==> config.mk <==
export PLATFORM = sky130hd
export DESIGN_NAME = pipe_skid
export DESIGN_NICKNAME = d
export VERILOG_FILES = /design/src/rtl/pipe_skid.sv
export SDC_FILE = /design/constraint.sdc
export NUM_CORES = 1
export LEC_CHECK = 0
export CAP_MARGIN = 5
export CORE_UTILIZATION = 50
export CTS_CLUSTER_DIAMETER = 50
export DETAILED_ROUTE_END_ITERATION = 8
export GPL_TIMING_DRIVEN = 0
export PLACE_DENSITY = 0.92
export SYNTH_ARGS = -nofsm -noshare
export SYNTH_HDL_FRONTEND = slang
export SYNTH_SLANG_ARGS = --single-unit
==> constraint.sdc <==
create_clock -name clk -period 2.1 [get_ports clk]
set_clock_uncertainty 0.15 [all_clocks]
set_input_delay 0.63 -clock clk [delete_from_list [all_inputs] [get_ports clk]]
set_output_delay 0.63 -clock clk [all_outputs]
set_load 0.1 [all_outputs]
==> src/rtl/pipe_skid.sv <==
// Valid/ready register slice with a one-entry skid buffer; in_rdy and out_vld are both flopped.
// Optional saturating stall counter enabled by defining PIPE_SKID_STALL_CNT_EN.
module pipe_skid #(
    parameter int unsigned W     = 32,
    parameter int unsigned CNT_W = 16
) (
    input  logic             clk,
    input  logic             arst_n,
    input  logic             flush,
    input  logic             in_vld,
    input  logic [W-1:0]     in_data,
    output logic             in_rdy,
    output logic             out_vld,
    output logic [W-1:0]     out_data,
    input  logic             out_rdy
`ifdef PIPE_SKID_STALL_CNT_EN
    ,
    output logic [CNT_W-1:0] stall_cnt
`endif
);

    localparam logic [1:0] StEmpty = 2'd0;
    localparam logic [1:0] StBusy  = 2'd1;
    localparam logic [1:0] StFull  = 2'd2;

    logic [1:0]   state_q, state_d;
    logic         out_vld_q, out_vld_d;
    logic         in_rdy_q, in_rdy_d;
    logic [W-1:0] out_data_q, out_data_d;
    logic [W-1:0] skid_data_q, skid_data_d;
    logic         accept;

    assign accept = in_vld & in_rdy_q;

    always_comb begin
        state_d     = state_q;
        out_data_d  = out_data_q;
        skid_data_d = skid_data_q;
        unique case (state_q)
            StEmpty: begin
                if (accept) begin
                    state_d    = StBusy;
                    out_data_d = in_data;
                end
            end
            StBusy: begin
                if (accept && out_rdy) begin
                    out_data_d = in_data;
                end else if (accept) begin
                    state_d     = StFull;
                    skid_data_d = in_data;
                end else if (out_rdy) begin
                    state_d = StEmpty;
                end
            end
            StFull: begin
                if (out_rdy) begin
                    state_d    = StBusy;
                    out_data_d = skid_data_q;
                end
            end
            default: state_d = StEmpty;
        endcase
        // Flush discards everything, including a beat accepted this cycle.
        if (flush) begin
            state_d = StEmpty;
        end
        out_vld_d = (state_d != StEmpty);
        in_rdy_d  = (state_d != StFull);
    end

    always_ff @(posedge clk or negedge arst_n) begin
        if (!arst_n) begin
            state_q     <= StEmpty;
            out_vld_q   <= 1'b0;
            in_rdy_q    <= 1'b1;
            out_data_q  <= '0;
            skid_data_q <= '0;
        end else begin
            state_q     <= state_d;
            out_vld_q   <= out_vld_d;
            in_rdy_q    <= in_rdy_d;
            out_data_q  <= out_data_d;
            skid_data_q <= skid_data_d;
        end
    end

    assign in_rdy   = in_rdy_q;
    assign out_vld  = out_vld_q;
    assign out_data = out_data_q;

`ifdef PIPE_SKID_STALL_CNT_EN
    logic [CNT_W-1:0] stall_cnt_q, stall_cnt_d;

    always_comb begin
        stall_cnt_d = stall_cnt_q;
        if (flush) begin
            stall_cnt_d = '0;
        end else if (out_vld_q && !out_rdy && (stall_cnt_q != {CNT_W{1'b1}})) begin
            stall_cnt_d = stall_cnt_q + {{(CNT_W-1){1'b0}}, 1'b1};
        end
    end

    always_ff @(posedge clk or negedge arst_n) begin
        if (!arst_n) begin
            stall_cnt_q <= '0;
        end else begin
            stall_cnt_q <= stall_cnt_d;
        end
    end

    assign stall_cnt = stall_cnt_q;
`endif

endmodule

==> results_dict.tcl <==
set metrics [dict create \
    final_common_cell "dfrtp_1" \
    ys_seq_area_share_pct 55.19 \
    powerDensity_nw_per_um2 1154 \
    period_share_pct 98.31 \
    io_buffers 70 \
    grt_pass1_vias 1906 \
    avgRoutedWirePerCell_um 16.57 \
    ant_nets 0 \
    nFillCells 433 \
    num_rows 28 \
    place_ws_ps -503.8 \
    finalHoldViolations 0 \
    slew_violations 0 \
    cts_hold_buffers 0 \
    die_w_um 80.56 \
    start_util_pct 52.11 \
    place_congestion 0.6980 \
    grt_first_pass_wirelength_um 9563 \
    hold_ws_ps 258.2 \
    area_growth_pct 36.90 \
    worst_pin_slew_ps 836.9 \
    finalPower_mw 4.876 \
    cp_max_fo 2 \
    synth_cell_types 22 \
    reg2reg_from "state_q[1]$_DFF_PN0_" \
    dp.cells 335 \
    grt_max_degree 69 \
    regToRegEndpoint "out_data[9]$_DFFE_PN0P_" \
    cp.depth 1 \
    timing.setup.tns_ps 0 \
    hp-class "input pin to async pin" \
    endpoint "out_data[25]" \
    synthCells 190 \
    max-slew-margin-rel_pct 44.20 \
    path_class "register to output pin" \
    path_clk_slew_ps 70 \
    cts_buffer_depth 2 \
    hpwl_um 3912 \
    route.vias.total 1842 \
    drc 0 \
    clk_latency_ps 330 \
    dieArea_sq_um 6489 \
    grt_usage_pct 19.87 \
    cap_violations 0 \
    num_antenna_cells 0 \
    crit_family "buffers and inverters" \
    leakage_nw 1.870 \
    synth_area_per_cell_sq_um 16.24 \
    yosys.area.top_type "dfrtp_1" \
    cts_max_level 3 \
    ys_ff_latch 68 \
    layout-drive-gt1-share_pct 59.57 \
    crit_buf_inv 1 \
    antenna_found_initial 0 \
    netlist.area_leader.share_pct 54.34 \
    first_pass_iters 4 \
    worst_setup_path_start_kind "register" \
    max_stage_delay_ps 580 \
    timing.final.crit_period_ps 2065 \
    syn-num-nets 227 \
    yosys_warnings 0 \
    final_cells 352 \
    cts_buffers 9 \
    setup_viol 0 \
    wirelength_um 5832 \
    setup_slack_ps 35.45 \
    synth.cell_area_sq_um 3085 \
    layout_common_cells "dfrtp_1, mux2_2, clkdlybuf4s50_1" \
    cts_tree "yes" \
    fmax_mhz 484.4 \
    drt_iter0_markers 35 \
    fp.dieH_um 80.56 \
    run_status "finished, final reports clean" \
    synth.area.top_cells "dfrtp_1, mux2_2, mux2_4" \
    overflow 0 \
    nNetsFinal 309 \
    clock-sinks 68 \
    coreArea_sq_um 5921 \
    root_buffer "clkbuf_8" \
    ff2ff_path_depth 4 \
    setup.worst_path.start "out_data[25]$_DFFE_PN0P_" \
    crit_chain "clkdlybuf4s15_2" \
    arrival_ps 1280 \
    ioPinCount 71 \
    critPathCaptureType "output pin" \
    reg2reg_slack_ps 190 \
    critPathRequiredTime_ps 1320 \
    peakVddDrop_v 0.0006946 \
    via_per_inst 5.233 \
    rsz0062_at_grt "false" \
    critPathSlowestCell "clkdlybuf4s15_2" \
]
==> flip-flops by register name (all words and copies together) (netlist names) <==
register	count
state_q	2
out_vld	1
skid_data_q	32
out_data	32
in_rdy	1
==> cell type report <==
| type | count | area, sq um | share of cell area (%) |
|---|---|---|---|
| plain buffers | 9 | 95.09 | 2.251 |
| clock buffers | 13 | 178.9 | 4.236 |
| clock inverters | 3 | 42.54 | 1.007 |
| inverters | 1 | 3.754 | 0.08886 |
| multi-input cells | 111 | 1350 | 31.96 |
| flip-flops and latches | 68 | 1708 | 40.43 |
| well taps | 75 | 93.84 | 2.222 |
| repair buffers | 72 | 752.0 | 17.80 |
==> worst min-delay path by stage <==
stage	cells after the start	endpoint	start	slack, ps
floorplan	0	out_data[0]$_DFFE_PN0P_	arst_n	180
global placement	1	skid_data_q[6]$_DFFE_PN0P_	skid_data_q[6]$_DFFE_PN0P_	320
detailed placement	1	skid_data_q[5]$_DFFE_PN0P_	skid_data_q[5]$_DFFE_PN0P_	330
CTS	1	out_data[4]$_DFFE_PN0P_	arst_n	280
global route	1	out_data[1]$_DFFE_PN0P_	arst_n	320
finish	1	out_vld$_DFF_PN0_	arst_n	260
==> cells in the mapped netlist <==
| cell | count |
|---|---|
| a211o_1 | 1 |
| dfrtp_1 | 67 |
| a21oi_1 | 1 |
| nand2b_1 | 2 |
| mux2_4 | 30 |
| nor2b_1 | 1 |
| nand4b_1 | 1 |
| o22ai_1 | 1 |
| mux2_1 | 2 |
| and4b_1 | 1 |
| clkbuf_1 | 1 |
| inv_1 | 1 |
| nor3_2 | 1 |
| buf_2 | 6 |
| mux2_2 | 65 |
| a211o_2 | 1 |
| buf_6 | 3 |
| or2_2 | 1 |
| o221ai_1 | 1 |
| nand2_1 | 1 |
| dfstp_2 | 1 |
| nor4bb_1 | 1 |
==> kinds of logic (layout without fill, tap and decap cells) <==
| group | Yosys count | count (layout) | synth area share (%) |
|---|---|---|---|
| compound gates | 5 | 5 | 1.257 |
| mux | 97 | 97 | 39.05 |
| simple gates | 9 | 9 | 2.190 |
| buf+inv | 11 | 98 | 2.311 |
| flops | 68 | 68 | 55.19 |
==> metrics by stage <==
step / util, % / instance area, sq um
5_1_grt: 71.34 / 4224
3_5_place_dp: 65.55 / 3881
2_1_floorplan: - / 3089
3_3_place_gp: 65.60 / 3884
4_1_cts: 70.79 / 4192
6_report: 71.34 / 4224
==> where the power goes <==
group          leakage, nW  internal [mW]  switching (mW)
sequential           0.806           1.65           0.181
combinational        0.952          0.657            1.23
clock                0.112          0.677           0.478
total                 1.87           2.98            1.89
==> per-layer routing <==
metal	routed length, um	global-route usage [%]	part of all wire (%)
met1	2643	26.63	45
met2	2806	30.51	48
met3	317	5.909	5.4
met4	64	6.964	1.1
met5	0	0	0
==> what timing repair did <==
action / 4_1_cts / 5_1_grt
setup buffers: 1 / 1
hold endpoints to repair: 0 / 0
gates cloned: 0 / 0
pin swaps: 1 / 2
endpoints found under the setup margin: 94 / 45
resized for setup: 115 / 11
Power figures use the tool's default switching activity.
